### src/rtl/onehot_mux_arbiter_if.sv
// Requester/output bundle of the round-robin one-hot mux arbiter.
// The arbiter takes the slave modport; the requester/sink side takes master.
interface onehot_mux_arbiter_if #(
   parameter int N = 4,
   parameter int W = 2
);
   logic [N-1:0]   req;
   logic [N*W-1:0] idata;
   logic [N-1:0]   gnt;
   logic [N-1:0]   ack;
   logic [W-1:0]   odata;
   logic           ovalid;
   logic           oready;

   modport master (output req, idata, oready, input gnt, ack, odata, ovalid);
   modport slave  (input req, idata, oready, output gnt, ack, odata, ovalid);
endinterface

### src/rtl/onehot_mux_arbiter.sv
// Rotating-priority arbiter driving a one-hot AND-OR mux onto one valid/ready port.
// Optional burst lock input is compiled in with RR_ARB_LOCK_EN.
module onehot_mux_arbiter #(
   parameter int N = 4,
   parameter int W = 2
) (
   input logic                 clk,
   input logic                 rst_n,
`ifdef RR_ARB_LOCK_EN
   input logic                 lock,
`endif
   onehot_mux_arbiter_if.slave bus
);

   typedef enum logic [0:0] {
      IDLE = 1'b0,
      BUSY = 1'b1
   } state_e;

   localparam logic [N-1:0] PTR_RST = N'(1'b1);

   state_e       state_q, state_d;
   logic [N-1:0] ptr_q, ptr_d;
   logic [N-1:0] gnt_q, gnt_d;
   logic         ovalid_q, ovalid_d;

   logic [N-1:0] idle_win_s;
   logic [N-1:0] rot_s;
   logic [N-1:0] busy_win_s;
   logic         grantee_req_s;
   logic         hold_burst_s;
   logic [N-1:0] ack_s;
   logic [W-1:0] odata_s;

   // Circular scan starting at the one-hot pointer; the result is one-hot or zero
   // even if the pointer were ever corrupted.
   function automatic logic [N-1:0] rr_pick(input logic [N-1:0] r, input logic [N-1:0] p);
      logic [N-1:0] g;
      logic         armed;
      logic         found;
      g     = '0;
      armed = 1'b0;
      found = 1'b0;
      for (int k = 0; k < 2 * N; k++) begin
         if (p[k % N]) begin
            armed = 1'b1;
         end
         if (armed && !found && r[k % N]) begin
            g[k % N] = 1'b1;
            found    = 1'b1;
         end
      end
      return g;
   endfunction

   function automatic logic [N-1:0] rotl1(input logic [N-1:0] v);
      logic [N-1:0] o;
      o = '0;
      for (int i = 0; i < N; i++) begin
         o[(i + 1) % N] = v[i];
      end
      return o;
   endfunction

   // Candidate winners for the idle and the re-arbitrate-after-transfer cases
   always_comb begin
      idle_win_s    = rr_pick(bus.req, ptr_q);
      rot_s         = rotl1(gnt_q);
      busy_win_s    = rr_pick(bus.req & ~gnt_q, rot_s);
      grantee_req_s = |(bus.req & gnt_q);
`ifdef RR_ARB_LOCK_EN
      hold_burst_s  = lock & grantee_req_s;
`else
      hold_burst_s  = 1'b0;
`endif
   end

   // Next-state sequencing of grant, pointer and valid
   always_comb begin
      state_d  = state_q;
      ptr_d    = ptr_q;
      gnt_d    = gnt_q;
      ovalid_d = ovalid_q;
      case (state_q)
         IDLE: begin
            if (|bus.req) begin
               gnt_d    = idle_win_s;
               ovalid_d = 1'b1;
               state_d  = BUSY;
            end else begin
               gnt_d    = '0;
               ovalid_d = 1'b0;
            end
         end
         BUSY: begin
            if (bus.oready) begin
               if (hold_burst_s) begin
                  gnt_d = gnt_q;
               end else begin
                  ptr_d = rot_s;
                  if (|busy_win_s) begin
                     gnt_d    = busy_win_s;
                     ovalid_d = 1'b1;
                  end else begin
                     gnt_d    = '0;
                     ovalid_d = 1'b0;
                     state_d  = IDLE;
                  end
               end
            end else if (!grantee_req_s) begin
               // grantee withdrew before being accepted: drop the word, keep priority
               gnt_d    = '0;
               ovalid_d = 1'b0;
               state_d  = IDLE;
            end else begin
               gnt_d = gnt_q;
            end
         end
         default: begin
            state_d  = IDLE;
            ptr_d    = PTR_RST;
            gnt_d    = '0;
            ovalid_d = 1'b0;
         end
      endcase
   end

   // State registers
   always_ff @(posedge clk or negedge rst_n) begin
      if (!rst_n) begin
         state_q  <= IDLE;
         ptr_q    <= PTR_RST;
         gnt_q    <= '0;
         ovalid_q <= 1'b0;
      end else begin
         state_q  <= state_d;
         ptr_q    <= ptr_d;
         gnt_q    <= gnt_d;
         ovalid_q <= ovalid_d;
      end
   end

   // Acknowledge and one-hot AND-OR data mux
   always_comb begin
      if (state_q == BUSY) begin
         ack_s = gnt_q & {N{bus.oready}};
      end else begin
         ack_s = '0;
      end
      odata_s = '0;
      for (int i = 0; i < N; i++) begin
         odata_s = odata_s | (bus.idata[i*W +: W] & {W{gnt_q[i]}});
      end
   end

   assign bus.gnt    = gnt_q;
   assign bus.ovalid = ovalid_q;
   assign bus.ack    = ack_s;
   assign bus.odata  = odata_s;

endmodule

### src/flat_wrapper.sv
// flat-port wrapper written by rule: the top's interface ports become plain ports
module onehot_mux_arbiter_flat 
#(
   parameter int N = 4,
   parameter int W = 2
)
  (clk, rst_n, bus_req, bus_idata, bus_oready, bus_gnt, bus_ack, bus_odata, bus_ovalid);
  onehot_mux_arbiter_if #(.N(N), .W(W)) bus_i ();
  input logic clk;
  input logic rst_n;
  input wire logic [$bits(bus_i.req)-1:0] bus_req;
  input wire logic [$bits(bus_i.idata)-1:0] bus_idata;
  input wire logic [$bits(bus_i.oready)-1:0] bus_oready;
  output wire logic [$bits(bus_i.gnt)-1:0] bus_gnt;
  output wire logic [$bits(bus_i.ack)-1:0] bus_ack;
  output wire logic [$bits(bus_i.odata)-1:0] bus_odata;
  output wire logic [$bits(bus_i.ovalid)-1:0] bus_ovalid;
  assign bus_i.req = bus_req;
  assign bus_i.idata = bus_idata;
  assign bus_i.oready = bus_oready;
  assign bus_gnt = bus_i.gnt;
  assign bus_ack = bus_i.ack;
  assign bus_odata = bus_i.odata;
  assign bus_ovalid = bus_i.ovalid;
  onehot_mux_arbiter #(.N(N), .W(W)) u_core (.clk(clk), .rst_n(rst_n), .bus(bus_i));
endmodule
### config.mk
export PLATFORM = sky130hd
export DESIGN_NAME = onehot_mux_arbiter_flat
export DESIGN_NICKNAME = d
export VERILOG_FILES = /design/src/rtl/onehot_mux_arbiter_if.sv /design/src/rtl/onehot_mux_arbiter.sv /design/src/flat_wrapper.sv
export SDC_FILE = /design/constraint.sdc
export NUM_CORES = 1
export LEC_CHECK = 0
export CORE_MARGIN = 2
export CORE_UTILIZATION = 48
export CTS_CLUSTER_DIAMETER = 150
export CTS_CLUSTER_SIZE = 25
export DETAILED_ROUTE_END_ITERATION = 12
export HOLD_SLACK_MARGIN = 0.12
export PLACE_DENSITY = 0.87
export REMOVE_ABC_BUFFERS = 1
export SETUP_SLACK_MARGIN = 0.02
export SYNTH_ARGS = -nofsm -noshare
export SYNTH_HDL_FRONTEND = slang
export SYNTH_SLANG_ARGS = --single-unit
### constraint.sdc
create_clock -name clk -period 4.8 [get_ports clk]
set_clock_uncertainty 0.15 [all_clocks]
set_input_delay 0.48 -clock clk [delete_from_list [all_inputs] [get_ports clk]]
set_output_delay 0.48 -clock clk [all_outputs]
set_load 0.02 [all_outputs]
==> impl_metrics.json, run 1 <==
{
  "status": "finished clean",
  "cts_made_buffers": 3,
  "drt_wl_total_mm": 2.25,
  "crit_type": "primary input to primary output",
  "hold_buffers": 0,
  "vias": 871,
  "holdCritPathClass": "primary input to asynchronous set/reset pin",
  "cts_tree": "built",
  "drive_above_1_share_pct": 16.4,
  "ant_nets": 0,
  "synthCells": 96,
  "yosys.area.top_type_share_pct": 27.5,
  "grt_pass1_vias": 838,
  "max_cap_violations": 0,
  "dieHeight_microns": 45.3,
  "clk_pin_slew_worst_paths_ns": 0.07,
  "start_util_pct": 52.6,
  "setup_viol": 0,
  "worstReg2RegEnd": "u_core.bus.ovalid$_DFFE_PN0P_",
  "clkPwrFrac_pct": 31.4,
  "rr_startpoint": "u_core.bus.gnt[3]$_DFFE_PN0P_",
  "gr-total-overflow": 0,
  "antenna_cells": 0,
  "grt_usage_pct": 24.5,
  "p_leak_nw": 0.447,
  "ys_seq_area_share_pct": 30.7,
  "ir_worst_vdd_uv": 148,
  "arrival_ns": 2.04,
  "synth_area_leaders": "dfrtp_1 (27%), a22oi_1 (6.4%), nor2_1 (4.6%)",
  "place_area_sq_um": 1030,
  "utilization_pct": 68.1,
  "die_width_microns": 45.3,
  "area.sequential_sq_um": 251,
  "globalplace.congestion": 0.851,
  "grt_max_degree": 14,
  "max_freq_mhz": 375,
  "drt_iter0_drc": 42,
  "intPower_mw": 0.141,
  "design_area_sq_um": 1060,
  "power.total_mw": 0.201,
  "io_pins": 26,
  "end_kind": "primary output",
  "drc": 0,
  "dieArea_sq_um": 2050,
  "fin_tns_setup_ns": 0,
  "setup.worst_path.start_class": "primary input",
  "drt_first_pass_iters": 4,
  "multiInputGateArea_sq_um": 490,
  "power_switching_mw": 0.0594,
  "synthesis.area_sq_um": 820,
  "power_frac_seq_pct": 46.4,
  "rsz0062_at_grt": "false",
  "h-tree-depth": 1,
  "yosysWarnings": 0,
  "clock-sinks": 10,
  "hold_viol_final": 0,
  "cts_resized": 0,
  "area_growth_pct": 29.5,
  "dp_hpwl_mm": 1.63,
  "report.final.slew_viol_count": 0,
  "required_ns": 4.17,
  "relSlewSlack_pct": 61.5,
  "via_per_inst": 6.60,
  "p_comb_share_pct": 22.2,
  "worstMarginPinSlew_ns": 0.570,
  "clk_latency_ns": 0.28,
  "post_cts_buffers": 0,
  "core_sq_um": 1560,
  "rr_worst_depth": 4,
  "grt_pass1_wl_mm": 3.63,
  "cts_root_buf": "clkbuf_4",
  "rows": 14,
  "finalCritPeriodShare_pct": 55.6,
  "fill_cells": 128,
  "p_sw_share_pct": 29.6,
  "cts_buffer_depth": 2,
  "yosysTopAreaCell": "dfrtp_1",
  "drt-wirelength-per-cell_microns": 17.0,
  "rrSetupSlack_ns": 2.93,
  "synth-seq-cells": 10,
  "worst-path-max-fanout": 10,
  "synthDistinctLibCells": 39,
  "syn_avg_cell_area_sq_um": 8.54,
  "power_per_cell_area_nw_per_um2": 189,
  "antenna_found_initial": 0,
  "final_nets": 132,
  "min_period_ns": 2.67,
  "portBuffers": 25
}
## stage by stage
| stage | hold slack, ns | std cells | setup WS (ns) |
|---|---|---|---|
| after floorplan | 0.0344 | 87 | 3.09 |
| after global placement | 0.352 | 128 | 2.18 |
| after detailed placement | 0.362 | 128 | 2.16 |
| after CTS | 0.375 | 132 | 2.16 |
| after global routing | 0.401 | 132 | 2.09 |
| final | 0.367 | 132 | 2.13 |
## worst max-delay path, stage by stage
cell and delay [ns]:
clkdlybuf4s50_1 0.63, nand2_4 0.15, nor2_1 0.15, clkdlybuf4s50_1 0.62
## Yosys cell counts (all sizes together)
| library cell | n |
|---|---|
| a221oi | 1 |
| a221o | 1 |
| a21o | 5 |
| a32oi | 1 |
| nor2b | 1 |
| o2111ai | 1 |
| or2 | 2 |
| nand3 | 3 |
| dfrtp | 9 |
| buf | 8 |
| nand2b | 2 |
| o21ai | 2 |
| o22ai | 1 |
| o32a | 1 |
| o21bai | 1 |
| nand2 | 7 |
| nor2 | 10 |
| nand4 | 2 |
| and2 | 1 |
| nor3 | 4 |
| o211ai | 2 |
| mux2i | 1 |
| and3 | 3 |
| a21oi | 6 |
| clkbuf | 1 |
| dfstp | 1 |
| a22oi | 7 |
| or2b | 1 |
| inv | 6 |
| o311ai | 3 |
| a211oi | 1 |
| a2111oi | 1 |
## layout by cell type, fill, tap and decap left out, drive strengths merged, types with 2 or more instances in the layout
cell           count
o21ai              2
a21oi              6
clkbuf             4
clkdlybuf4s50     25
nand2b             2
or2                2
o311ai             3
a21o               5
dfrtp              9
inv                6
nand3              3
nand2              7
and3               3
nor3               4
a22oi              7
o211ai             2
nor2              10
nand4              2
## routing by layer
metal  part of all wire, %  GRT usage, %
met3                    11          8.40
met4                  0.49          8.24
met5                     0             0
met2                    52          39.4
met1                    37          30.6
## cells by family (layout without fill, tap and decap cells)
| family | count (synthesis) | in the layout | share of synthesized area (%) |
|---|---|---|---|
| AOI/OAI and AO/OA | 34 | 34 | 35.0 |
| buffers and inverters | 15 | 35 | 9.47 |
| DFF | 10 | 10 | 30.7 |
| and+or+nand+nor | 36 | 36 | 23.7 |
| muxes | 1 | 1 | 1.22 |
## cell type report
type | count | area share (%)
flip-flops and latches | 10 | 23.7
clock buffers | 4 | 2.48
multi-input cells | 71 | 46.2
well taps | 16 | 1.89
repair buffers | 25 | 23.6
inverters | 6 | 2.12
## worst max-delay path by stage
stage | startpoint | endpoint | slack (ns) | depth (start not counted)
after global routing | bus_oready | bus_ack[0] | 2.09 | 4
after global placement | bus_oready | bus_ack[0] | 2.18 | 4
after detailed placement | bus_oready | bus_ack[0] | 2.16 | 4
after floorplan | u_core.bus.gnt[0]$_DFFE_PN0P_ | bus_ack[0] | 3.09 | 2
after CTS | bus_oready | bus_ack[0] | 2.16 | 4
final | bus_oready | bus_ack[0] | 2.13 | 4
## sequential cells by signal, summed over array words and instances, names as in the netlist
| name | count |
|---|---|
| u_core.bus.gnt | 4 |
| u_core.ptr_q | 4 |
| u_core.bus.ovalid | 1 |
| u_core.state_q | 1 |
## power by group through the flow
stage	Sequential [mW]	Combinational (mW)	Clock (mW)
6_report	0.0930	0.0446	0.0630
5_1_grt	0.0937	0.0477	0.0678
4_1_cts	0.0930	0.0442	0.0648
3_5_place_dp	0.0946	0.0438	0
3_3_place_gp	0.0942	0.0427	0
2_1_floorplan	0.0955	0.0174	0
Note: power is estimated with default switching activity, not from simulation.
==> run 2: changes to the inputs <==
- CORE_UTILIZATION: 48 -> 45
- PLACE_DENSITY: 0.87 -> 0.83
- clock period: 4.8 -> 2.5 ns (I/O delays scaled with it)
==> run 2 against run 1 <==
Against the previous run:
- sequential share of layout area shrank 0.41 points
- first-iteration DRC count shrank 29%
- critical endpoint unchanged
- final cell count grew 7.6%
- hold slack lost 0.23 ns
- final area grew 1.8%
- count of clock-buffer cells in the layout is the same
- via count shrank 6.2%
- sequential cell count is the same
- clock power grew 71%
- sequential power grew 92%
==> impl_metrics.json, run 2 (synthesis gave the netlist of run 1 again) <==
{
  "via_per_inst": 5.75,
  "cts_made_buffers": 3,
  "rr_worst_depth": 4,
  "worstMarginPinSlew_ns": 0.503,
  "end_kind": "primary output",
  "post_cts_buffers": 0,
  "cts_root_buf": "clkbuf_4",
  "hold_viol_final": 0,
  "drt_iter0_drc": 30,
  "clock-sinks": 10,
  "core_sq_um": 1730,
  "setup.worst_path.start_class": "primary input",
  "path_delay_family": "buffers and inverters",
  "ir_worst_vdd_uv": 351,
  "drt_wl_total_mm": 2.12,
  "final_nets": 133,
  "clk_latency_ns": 0.26,
  "cp_common_cell": "clkdlybuf4s50_1",
  "cts_tree": "built",
  "grt_max_degree": 14,
  "dp_hpwl_mm": 1.61,
  "vias": 817,
  "path_cells": "clkdlybuf4s50_1 > nand2_4 > nor2_1 > clkdlybuf4s50_1",
  "cts_buffer_depth": 2,
  "crit_path_max_incr_delay_ns": 0.65,
  "hold_buffers": 0,
  "start_util_pct": 47.5,
  "crit_type": "primary input to primary output",
  "relSlewSlack_pct": 66.4,
  "h-tree-depth": 1,
  "max_freq_mhz": 451,
  "area_growth_pct": 31.8,
  "required_ns": 2.10,
  "rows": 15,
  "final_common_cell": "clkdlybuf4s50_1",
  "power_per_cell_area_nw_per_um2": 344,
  "ant_nets": 0,
  "antenna_cells": 0,
  "worstReg2RegEnd": "u_core.bus.ovalid$_DFFE_PN0P_",
  "io_pins": 26,
  "min_period_ns": 2.22,
  "worst-path-buf-inv": 2,
  "worst-path-max-fanout": 10,
  "final_cell_mix": "clkdlybuf4s50_1 (25), nor2_1 (10), dfrtp_1 (9), a22oi_1 (7), nand2_1 (6)",
  "die_width_microns": 46.7,
  "antenna_found_initial": 0,
  "finalCritPeriodShare_pct": 88.6,
  "drc": 0,
  "drt_first_pass_iters": 4,
  "max_cap_violations": 0,
  "globalplace.congestion": 0.963,
  "dieArea_sq_um": 2180,
  "cpMaxStageDelayCell": "clkdlybuf4s50_1",
  "grt_usage_pct": 21.7,
  "utilization_pct": 62.5,
  "setup_viol": 0,
  "drt-wirelength-per-cell_microns": 14.9,
  "grt_pass1_vias": 711,
  "setup_ws_ns": 0.284,
  "post-place-ws_ns": 0.311,
  "gr-total-overflow": 0,
  "holdCritPathClass": "primary input to asynchronous set/reset pin",
  "rr_startpoint": "u_core.bus.gnt[3]$_DFFE_PN0P_",
  "arrival_ns": 1.82,
  "cts_resized": 0,
  "power.total_mw": 0.371,
  "clk_pin_slew_worst_paths_ns": 0.06,
  "holdWs_ns": 0.135,
  "rrSetupSlack_ns": 0.71,
  "report.final.slew_viol_count": 0,
  "portBuffers": 25,
  "drive_above_1_share_pct": 17.1,
  "p_leak_nw": 0.452,
  "status": "finished clean",
  "fin_tns_setup_ns": 0,
  "rsz0062_at_grt": "false",
  "grt_pass1_wl_mm": 3.27,
  "dieHeight_microns": 46.7
}
run 2: changes by cell type in the layout (fill, tap and decap cells not counted), sizes merged:
cell	delta
buf	+1
run 2: worst max path at each step:
stage,start,endpoint,slack (ns),cells after the start
after detailed placement,bus_oready,bus_ack[0],0.31,4
after global placement,bus_oready,bus_ack[0],0.36,4
after global routing,u_core.bus.gnt[0]$_DFFE_PN0P_,bus_ack[0],0.20,3
after CTS,u_core.bus.gnt[0]$_DFFE_PN0P_,bus_ack[0],0.28,3
after floorplan,u_core.bus.gnt[0]$_DFFE_PN0P_,u_core.bus.ovalid$_DFFE_PN0P_,0.86,4
final,bus_oready,bus_ack[0],0.28,4
run 2: metal layers:
metal,vias to the layer above,GRT usage [%],wire length (microns)
li1,400,-,-
met1,383,31.8,959
met2,32,30.6,1040
met3,2,2.75,101
met4,0,12.2,12
met5,-,0,0
run 2: final cells by class:
type                       count  area (sq um)
clock buffer                   4          26.3
tap                           25          31.3
inverter                       6          22.5
timing repair buffer          26           258
sequential                    10           251
fill                         157           647
multi-input combinational     71           490
run 2: worst reg2reg max path: stages (launching register included):
cell and delay, ns:
dfrtp_1 0.61, a22oi_1 0.14, a211oi_2 0.51, a221oi_2 0.09
a32oi_1 0.22
run 2: per-stage QoR:
step / std cells / instance area, sq um
after floorplan: 87 / 764
after global placement: 138 / 1050
after detailed placement: 138 / 1050
after CTS: 142 / 1080
after global routing: 142 / 1080
final: 142 / 1080
run 2: where the power goes:
group          leakage [nW]  switching, mW  internal [mW]
logic                 0.306         0.0429         0.0419
clock network        0.0150         0.0464         0.0612
registers             0.131         0.0104          0.168
total                 0.452         0.0997          0.272
